[src/rtl/id_pipe_stage.sv]
// Registered RV integer decode stage between IF and EX.
// Decodes the incoming instruction combinationally. It drives the regfile read
// ports in the same cycle and captures the decoded operands in an output
// register that uses a valid/ready handshake. A load-use interlock holds back
// any instruction that needs the result of a load that is still in flight.
module id_pipe_stage #(
    parameter int XLEN     = 64,
    parameter bit LU_STALL = 1'b1
) (
    input  logic            clk,
    input  logic            rst,
    input  logic            in_valid,
    output logic            in_ready,
    input  logic [31:0]     in_inst,
    input  logic [XLEN-1:0] in_pc,
    input  logic            flush,
    output logic            rs1_r_ena,
    output logic [4:0]      rs1_r_addr,
    output logic            rs2_r_ena,
    output logic [4:0]      rs2_r_addr,
    input  logic [XLEN-1:0] rs1_data,
    input  logic [XLEN-1:0] rs2_data,
    output logic            out_valid,
    input  logic            out_ready,
    output logic [XLEN-1:0] out_pc,
    output logic [4:0]      out_inst_type,
    output logic [7:0]      out_inst_opcode,
    output logic [XLEN-1:0] out_op1,
    output logic [XLEN-1:0] out_op2,
    output logic [XLEN-1:0] out_imm,
    output logic [XLEN-1:0] out_rs2_data,
    output logic            out_rd_w_ena,
    output logic [4:0]      out_rd_w_addr,
    output logic            out_illegal
);

    typedef enum logic [6:0] {
        MAJ_OP     = 7'b0110011,
        MAJ_OPIMM  = 7'b0010011,
        MAJ_LUI    = 7'b0110111,
        MAJ_AUIPC  = 7'b0010111,
        MAJ_JAL    = 7'b1101111,
        MAJ_JALR   = 7'b1100111,
        MAJ_BRANCH = 7'b1100011,
        MAJ_LOAD   = 7'b0000011,
        MAJ_STORE  = 7'b0100011,
        MAJ_SYSTEM = 7'b1110011
    } major_e;

    localparam logic [7:0] OP_ADD  = 8'h11, OP_SUB  = 8'h12, OP_SLT = 8'h13, OP_SLTU = 8'h14;
    localparam logic [7:0] OP_LUI  = 8'h15, OP_AUIPC = 8'h16;
    localparam logic [7:0] OP_AND  = 8'h21, OP_OR   = 8'h22, OP_XOR = 8'h23;
    localparam logic [7:0] OP_SLL  = 8'h24, OP_SRL  = 8'h25, OP_SRA = 8'h26;
    localparam logic [7:0] OP_JAL  = 8'h81, OP_JALR = 8'h82;
    localparam logic [7:0] OP_ECALL = 8'h01, OP_EBREAK = 8'h02;

    // Shared func3 -> operation map for the register and immediate ALU forms.
    function automatic logic [7:0] alu_code(input logic [2:0] f3);
        case (f3)
            3'd0:    alu_code = OP_ADD;
            3'd1:    alu_code = OP_SLL;
            3'd2:    alu_code = OP_SLT;
            3'd3:    alu_code = OP_SLTU;
            3'd4:    alu_code = OP_XOR;
            3'd5:    alu_code = OP_SRL;
            3'd6:    alu_code = OP_OR;
            default: alu_code = OP_AND;
        endcase
    endfunction

    major_e          major;
    logic [4:0]      rd, rs1, rs2;
    logic [2:0]      f3;
    logic [6:0]      f7;
    logic [XLEN-1:0] imm_i, imm_s, imm_b, imm_j, imm_u;
    logic [5:0]      shamt;
    logic            sh_ok;

    assign major = major_e'(in_inst[6:0]);
    assign rd    = in_inst[11:7];
    assign f3    = in_inst[14:12];
    assign rs1   = in_inst[19:15];
    assign rs2   = in_inst[24:20];
    assign f7    = in_inst[31:25];
    assign imm_i = XLEN'($signed(in_inst[31:20]));
    assign imm_s = XLEN'($signed({in_inst[31:25], in_inst[11:7]}));
    assign imm_b = XLEN'($signed({in_inst[31], in_inst[7], in_inst[30:25], in_inst[11:8], 1'b0}));
    assign imm_j = XLEN'($signed({in_inst[31], in_inst[19:12], in_inst[20], in_inst[30:21], 1'b0}));
    assign imm_u = XLEN'($signed({in_inst[31:12], 12'h000}));
    // An RV32 shift amount is five bits, so inst[25] must be clear there.
    assign shamt = (XLEN == 64) ? in_inst[25:20] : {1'b0, in_inst[24:20]};
    assign sh_ok = (XLEN == 64) || !in_inst[25];

    logic            d_bad, d_use1, d_use2, d_writes;
    logic [4:0]      d_type;
    logic [7:0]      d_opc;
    logic [XLEN-1:0] d_op1, d_op2, d_imm;

    // Decode the incoming word into operation code, operands and register usage.
    always_comb begin
        // NOTE: every output of this block gets a default first, so no path can infer a latch.
        d_bad    = 1'b0;
        d_use1   = 1'b0;
        d_use2   = 1'b0;
        d_writes = 1'b0;
        d_type   = '0;
        d_opc    = '0;
        d_op1    = '0;
        d_op2    = '0;
        d_imm    = '0;
        case (major)
            MAJ_OP: begin
                {d_use1, d_use2, d_writes} = 3'b111;
                d_op1 = rs1_data;
                d_op2 = rs2_data;
                if (f7 == 7'b0000000)                     d_opc = alu_code(f3);
                else if (f7 == 7'b0100000 && f3 == 3'd0)  d_opc = OP_SUB;
                else if (f7 == 7'b0100000 && f3 == 3'd5)  d_opc = OP_SRA;
                else                                      d_bad = 1'b1;
            end
            MAJ_OPIMM: begin
                {d_use1, d_writes} = 2'b11;
                d_op1 = rs1_data;
                d_op2 = imm_i;
                d_imm = imm_i;
                d_opc = alu_code(f3);
                if (f3 == 3'd1 || f3 == 3'd5) begin
                    d_op2 = XLEN'(shamt);
                    if (!sh_ok)                                      d_bad = 1'b1;
                    else if (in_inst[31:26] == 6'b010000 && f3 == 3'd5) d_opc = OP_SRA;
                    else if (in_inst[31:26] != 6'b000000)            d_bad = 1'b1;
                end
            end
            MAJ_LUI: begin
                d_writes = 1'b1;
                d_op2    = imm_u;
                d_opc    = OP_LUI;
            end
            MAJ_AUIPC: begin
                d_writes = 1'b1;
                d_op1    = in_pc;
                d_op2    = imm_u;
                d_opc    = OP_AUIPC;
            end
            MAJ_JAL: begin
                d_writes = 1'b1;
                d_op1    = in_pc;
                d_op2    = XLEN'(3'd4);
                d_imm    = imm_j;
                d_opc    = OP_JAL;
            end
            MAJ_JALR: begin
                {d_use1, d_writes} = 2'b11;
                d_op1 = rs1_data;
                d_op2 = XLEN'(3'd4);
                d_imm = imm_i;
                d_opc = OP_JALR;
                d_bad = (f3 != 3'd0);
            end
            MAJ_BRANCH: begin
                {d_use1, d_use2} = 2'b11;
                d_op1 = rs1_data;
                d_op2 = rs2_data;
                d_imm = imm_b;
                d_opc = {5'b10010, f3};
                d_bad = (f3 == 3'd2 || f3 == 3'd3);
            end
            MAJ_LOAD: begin
                {d_use1, d_writes} = 2'b11;
                d_op1 = rs1_data;
                d_op2 = imm_i;
                d_imm = imm_i;
                d_opc = {5'b01000, f3};
                d_bad = (f3 == 3'd7) || (XLEN == 32 && (f3 == 3'd3 || f3 == 3'd6));
            end
            MAJ_STORE: begin
                {d_use1, d_use2} = 2'b11;
                d_op1 = rs1_data;
                d_op2 = imm_s;
                d_imm = imm_s;
                d_opc = {5'b01001, f3};
                d_bad = f3[2] || (XLEN == 32 && f3 == 3'd3);
            end
            MAJ_SYSTEM: begin
                if (in_inst == 32'h0000_0073)      d_opc = OP_ECALL;
                else if (in_inst == 32'h0010_0073) d_opc = OP_EBREAK;
                else                               d_bad = 1'b1;
            end
            default: d_bad = 1'b1;
        endcase
        case (d_opc[7:4])
            4'h1:       d_type = 5'b10000;
            4'h2:       d_type = 5'b01000;
            4'h4:       d_type = 5'b00100;
            4'h8, 4'h9: d_type = 5'b00010;
            default:    d_type = 5'b00001;
        endcase
        if (d_bad) begin
            {d_use1, d_use2, d_writes} = 3'b000;
            d_type = '0;
            d_opc  = '0;
            d_op1  = '0;
            d_op2  = '0;
            d_imm  = '0;
        end
    end

    assign rs1_r_ena  = d_use1;
    assign rs1_r_addr = d_use1 ? rs1 : 5'd0;
    assign rs2_r_ena  = d_use2;
    assign rs2_r_addr = d_use2 ? rs2 : 5'd0;

    logic       shadow_vld;
    logic [4:0] shadow_rd;
    logic       out_is_load, hit1, hit2, hazard, load;

    // A source matches a load that is held here or was handed to EX last cycle.
    always_comb begin
        out_is_load = out_valid && (out_inst_opcode[7:3] == 5'b01000);
        hit1 = d_use1 && (rs1 != 5'd0) &&
               ((out_is_load && rs1 == out_rd_w_addr) || (shadow_vld && rs1 == shadow_rd));
        hit2 = d_use2 && (rs2 != 5'd0) &&
               ((out_is_load && rs2 == out_rd_w_addr) || (shadow_vld && rs2 == shadow_rd));
        hazard   = LU_STALL && (hit1 || hit2);
        in_ready = !rst && (!out_valid || out_ready) && !hazard && !flush;
        load     = in_valid && in_ready;
    end

    // Output register, handshake state and the one-cycle shadow of a retired load.
    always_ff @(posedge clk) begin
        if (rst) begin
            // NOTE: the datapath fields are reset as well, so every output reads 0 after reset.
            out_valid       <= 1'b0;
            out_pc          <= '0;
            out_inst_type   <= '0;
            out_inst_opcode <= '0;
            out_op1         <= '0;
            out_op2         <= '0;
            out_imm         <= '0;
            out_rs2_data    <= '0;
            out_rd_w_ena    <= 1'b0;
            out_rd_w_addr   <= '0;
            out_illegal     <= 1'b0;
            shadow_vld      <= 1'b0;
            shadow_rd       <= '0;
        end else begin
            // NOTE: non-blocking assignments make all state change together at the edge.
            shadow_vld <= !flush && out_ready && out_is_load;
            shadow_rd  <= out_rd_w_addr;
            if (flush) begin
                out_valid <= 1'b0;
            end else if (load) begin
                out_valid       <= 1'b1;
                out_pc          <= in_pc;
                out_inst_type   <= d_type;
                out_inst_opcode <= d_opc;
                out_op1         <= d_op1;
                out_op2         <= d_op2;
                out_imm         <= d_imm;
                out_rs2_data    <= d_use2 ? rs2_data : '0;
                out_rd_w_ena    <= d_writes && (rd != 5'd0);
                out_rd_w_addr   <= d_writes ? rd : 5'd0;
                out_illegal     <= d_bad;
            end else if (out_ready) begin
                out_valid <= 1'b0;
            end
        end
    end

endmodule

[config.mk]
export PLATFORM = sky130hd
export DESIGN_NAME = id_pipe_stage
export DESIGN_NICKNAME = d
export VERILOG_FILES = /design/src/rtl/id_pipe_stage.sv
export SDC_FILE = /design/constraint.sdc
export NUM_CORES = 1
export LEC_CHECK = 0
export BUFFER_PORTS_ARGS = -buffer_cell sky130_fd_sc_hd__buf_4
export CORE_AREA = 2 2 225 227
export DETAILED_ROUTE_END_ITERATION = 6
export DIE_AREA = 0 0 227 229
export SETUP_SLACK_MARGIN = 0.05
export SYNTH_ARGS = -nofsm -noshare
export SYNTH_HDL_FRONTEND = slang
export SYNTH_SLANG_ARGS = --single-unit
[constraint.sdc]
create_clock -name clk -period 4.3 [get_ports clk]
set_input_delay 0.43 -clock clk [delete_from_list [all_inputs] [get_ports clk]]
set_output_delay 0.43 -clock clk [all_outputs]
set_load 0.03 [all_outputs]
==> summary.md <==
| Metric | Value |
|---|---|
| Final wirelength | `65.0 mm` |
| Mapped Cells | `about 1,600` |
| Critical path required time | `about 3.9 ns` |
| Syn nets | `about 1,900` |
| Final worst slack | `roughly 0.38 ns` |
| Final ANT Viol Nets | `0` |
| Number of gates resized after CTS | `0` |
| Post-synth ARST share | `0%` |
| Worst Tran Pin Value | `between 1 and 1.5 ns` |
| Mapped cell area | `13,900 µm²` |
| Pre-CTS WS | `about 0.77 ns` |
| Yosys warns | `0` |
| Pint | `5.11 mW` |
| Switching part of the total | `between 20% and 30%` |
| Vias per cell | `approximately 5.6` |
| Row count | `82` |
| Clk pin slew, worst setup/hold paths | `0.06 ns` |
| Worst setup SP type | `register` |
| Psw | `around 1.8 mW` |
| Final Max Tran Viols | `0` |
| # clock sinks | `304` |
| Reg power frac | `roughly two fifths` |
| Initial antenna violation count | `2` |
| Fmax | `between 200 and 300 MHz` |
| Tmin final | `3.92 ns` |
| Relative slew slack | `between 10% and 20%` |
| Die H | `between 200 and 250 µm` |
| Pleak | `a little under 8 nW` |
| Via count | `roughly 15,000` |
| CTS Hold Buffers Added | `0` |
| # Post-CTS Setup Buffers | `0` |
| Fin. Hold Viols | `0` |
| VDD IR max | `about 320 µV` |
| Vias in the first global route | `14,400` |
| RSZ-0062 raised after global routing | `no` |
| Max cap viols | `0` |
| Synthesized flop and latch total | `304` |
| Clock buffer depth | `3` |
| N_diodes | `0` |
| Drt wl/cell | `between 20 and 25 µm` |
| Primary FF master, synth | `dfxtp_1` |
| Post-synth EDFFs | `0` |
| Unique masters post-synth | `58` |
| H-tree lvl count | `2` |
| Register area share after synthesis | `43.9%` |
| First-pass GRT wire length | `approximately 94 mm` |
| Final setup TNS | `0 ns` |
| Mapped Avg Cell Area | `roughly 8.5 µm²` |
| PwrDens | `roughly 350 nW/µm²` |
| Clock network power share | `between 40 and 50%` |
| Clock Tree Root | `clkbuf_16` |
| DP Wirelength | `around 45 mm` |
| Status | `complete, but fails checks` |
| TritonCTS clock tree | `built` |
| Final GP Congestion | `around 0.93` |
| Layout cells sized above 1 | `between 30% and 40%` |
| Overall global routing resource usage | `between 20% and 30%` |
| Largest net degree at the start of global routing | `approximately 120` |
| I/O pins | `approximately 580` |
| Die width | `between 200 and 250 µm` |
| Starting Density | `roughly 28%` |
| Critical Path AT | `3.49 ns` |
| Worst Skew | `about 0.021 ns` |
| Post-route DRC | `4` |
| Layout Nets | `between 2,000 and 2,500` |
| Final period util | `approximately nine tenths` |
| Combinational Power Share | `11.0%` |
| Count of final setup violators | `0` |
| Hold Crit Class | `primary input to register` |
| Failing checks | `design-rule violations` |
| Gr ovfl total | `0` |
| Drt first pass iters | `7` |
| Detailed router's first-iteration violation count | `approximately 1,800` |
| Worst skew pair latency | `between 0.5 and 0.6 ns` |
| Area of the die | `a little over 50,000 µm²` |
| Minimum hold slack | `0.129 ns` |
| Core outline area | `between 40,000 and 50,000 µm²` |
| Critical Path End Type | `output pin` |
| Count of input and output buffers | `between 500 and 600` |
| Critical path class | `register to output pin` |
| Layout area overhead | `41.6%` |
| TritonCTS buffer count | `38` |
| CP Max Fanout | `30` |
metal layers:
layer / up-vias / part of all wire, % / GRT usage, %
met2: 712 / 46 / 37.2
met1: 7552 / 42 / 31.6
met4: 2 / 3.7 / 8.39
met3: 135 / 8.2 / 5.66
li1: 6965 / - / -
met5: - / 0.020 / 0
cells by family after synthesis:
group,count (synthesis),share of synthesized area (%)
AO/OA/AOI/OAI,719,32.2
flip-flops,304,43.9
buffers and inverters,252,8.05
XOR/XNOR,22,1.39
multiplexers,20,1.61
AND/OR/NAND/NOR,325,12.9
layout by cell type, fill, tap and decap left out, types with 5 or more instances in the layout:
cell and instances:
nor3_1 13, a21o_1 8, clkbuf_16 39, nand4_1 86, nor2_1 35, nor2b_1 28
o21a_1 5, o31ai_1 49, a21oi_1 240, nor4_1 7, a22oi_1 74, a21boi_0 7
o21ai_0 163, clkinv_2 8, and3_1 9, xnor2_1 6, mux2_2 19, buf_12 7
a211oi_1 67, xor2_1 16, a31o_2 10, a222oi_1 23, o211ai_1 53, nand3_1 67
nand2_1 36, clkbuf_8 6, clkbuf_1 8, dfxtp_1 304, and2_1 7, buf_4 606
area by class of cell:
class,count,area [µm²]
Inverter,4,15.0
Clock buffer,53,1090
Tap cell,672,841
Clock inverter,16,170
Sequential cell,304,6090
Multi-Input combinational cell,1086,6750
Fill cell,5088,30000
Timing Repair Buffer,614,4700
synth_stat cells, drive strengths merged (14+ instances only):
| library cell | number | share of area, % |
|---|---|---|
| a211oi | 67 | 3.6 |
| a21oi | 240 | 8.7 |
| a222oi | 23 | 1.7 |
| a22oi | 74 | 4.0 |
| buf | 71 | 3.2 |
| clkbuf | 177 | 4.8 |
| dfxtp | 304 | 44 |
| mux2 | 19 | 1.5 |
| nand2 | 37 | 1.0 |
| nand3 | 68 | 2.5 |
| nand4 | 86 | 3.9 |
| nor2 | 39 | 1.1 |
| nor2b | 28 | 1.3 |
| nor3 | 14 | 0.50 |
| o211ai | 53 | 2.9 |
| o21ai | 165 | 6.0 |
| o31ai | 49 | 2.7 |
| xor2 | 16 | 1.0 |
stage by stage:
stage	instances	instance area [µm²]	utilization, %	power [mW]
after floorplan	1642	13900	-	3.31
after global placement	2680	18400	37.0	3.71
after detailed placement	2680	18400	37.0	3.72
after CTS	2749	19600	39.6	7.00
after global routing	2749	19600	39.6	7.17
final	2749	19600	39.6	6.93
critical path: stages (launching register included):
cell      delay (ns)
dfxtp_1         0.33
or4b_2          0.71
nor3b_1         0.42
nand4_1         0.16
a211oi_1        0.53
o21ai_4         0.34
and3_1          0.26
buf_4           0.17
worst paths after layout:
path                 startpoint            endpoint  slack (ns)  depth (start not counted)
max          out_inst_opcode[3]            in_ready        0.38                          7
min                   out_ready          shadow_vld        0.13                          2
min reg2reg  out_inst_opcode[1]  out_inst_opcode[1]        0.46                          2
max reg2reg  out_inst_opcode[3]          out_op1[4]        0.73                          8
sequential cells by signal, summed over array words and instances (netlist names):
| register | cells |
|---|---|
| shadow_vld | 1 |
| out_rd_w_addr | 5 |
| out_valid | 1 |
| out_inst_opcode | 8 |
| out_inst_type | 5 |
| out_pc | 64 |
| out_imm | 21 |
| out_op1 | 64 |
| out_rd_w_ena | 1 |
| out_op2 | 64 |
| out_illegal | 1 |
| shadow_rd | 5 |
| out_rs2_data | 64 |
power groups by stage:
| stage | logic [mW] | registers [mW] | clock network (mW) |
|---|---|---|---|
| 2_1_floorplan | 0.253 | 3.05 | 0 |
| 4_1_cts | 0.759 | 2.90 | 3.35 |
| 6_report | 0.761 | 2.90 | 3.27 |
| 5_1_grt | 0.804 | 2.90 | 3.46 |
| 3_5_place_dp | 0.758 | 2.96 | 0 |
| 3_3_place_gp | 0.753 | 2.96 | 0 |
Power figures use the tool's default switching activity.
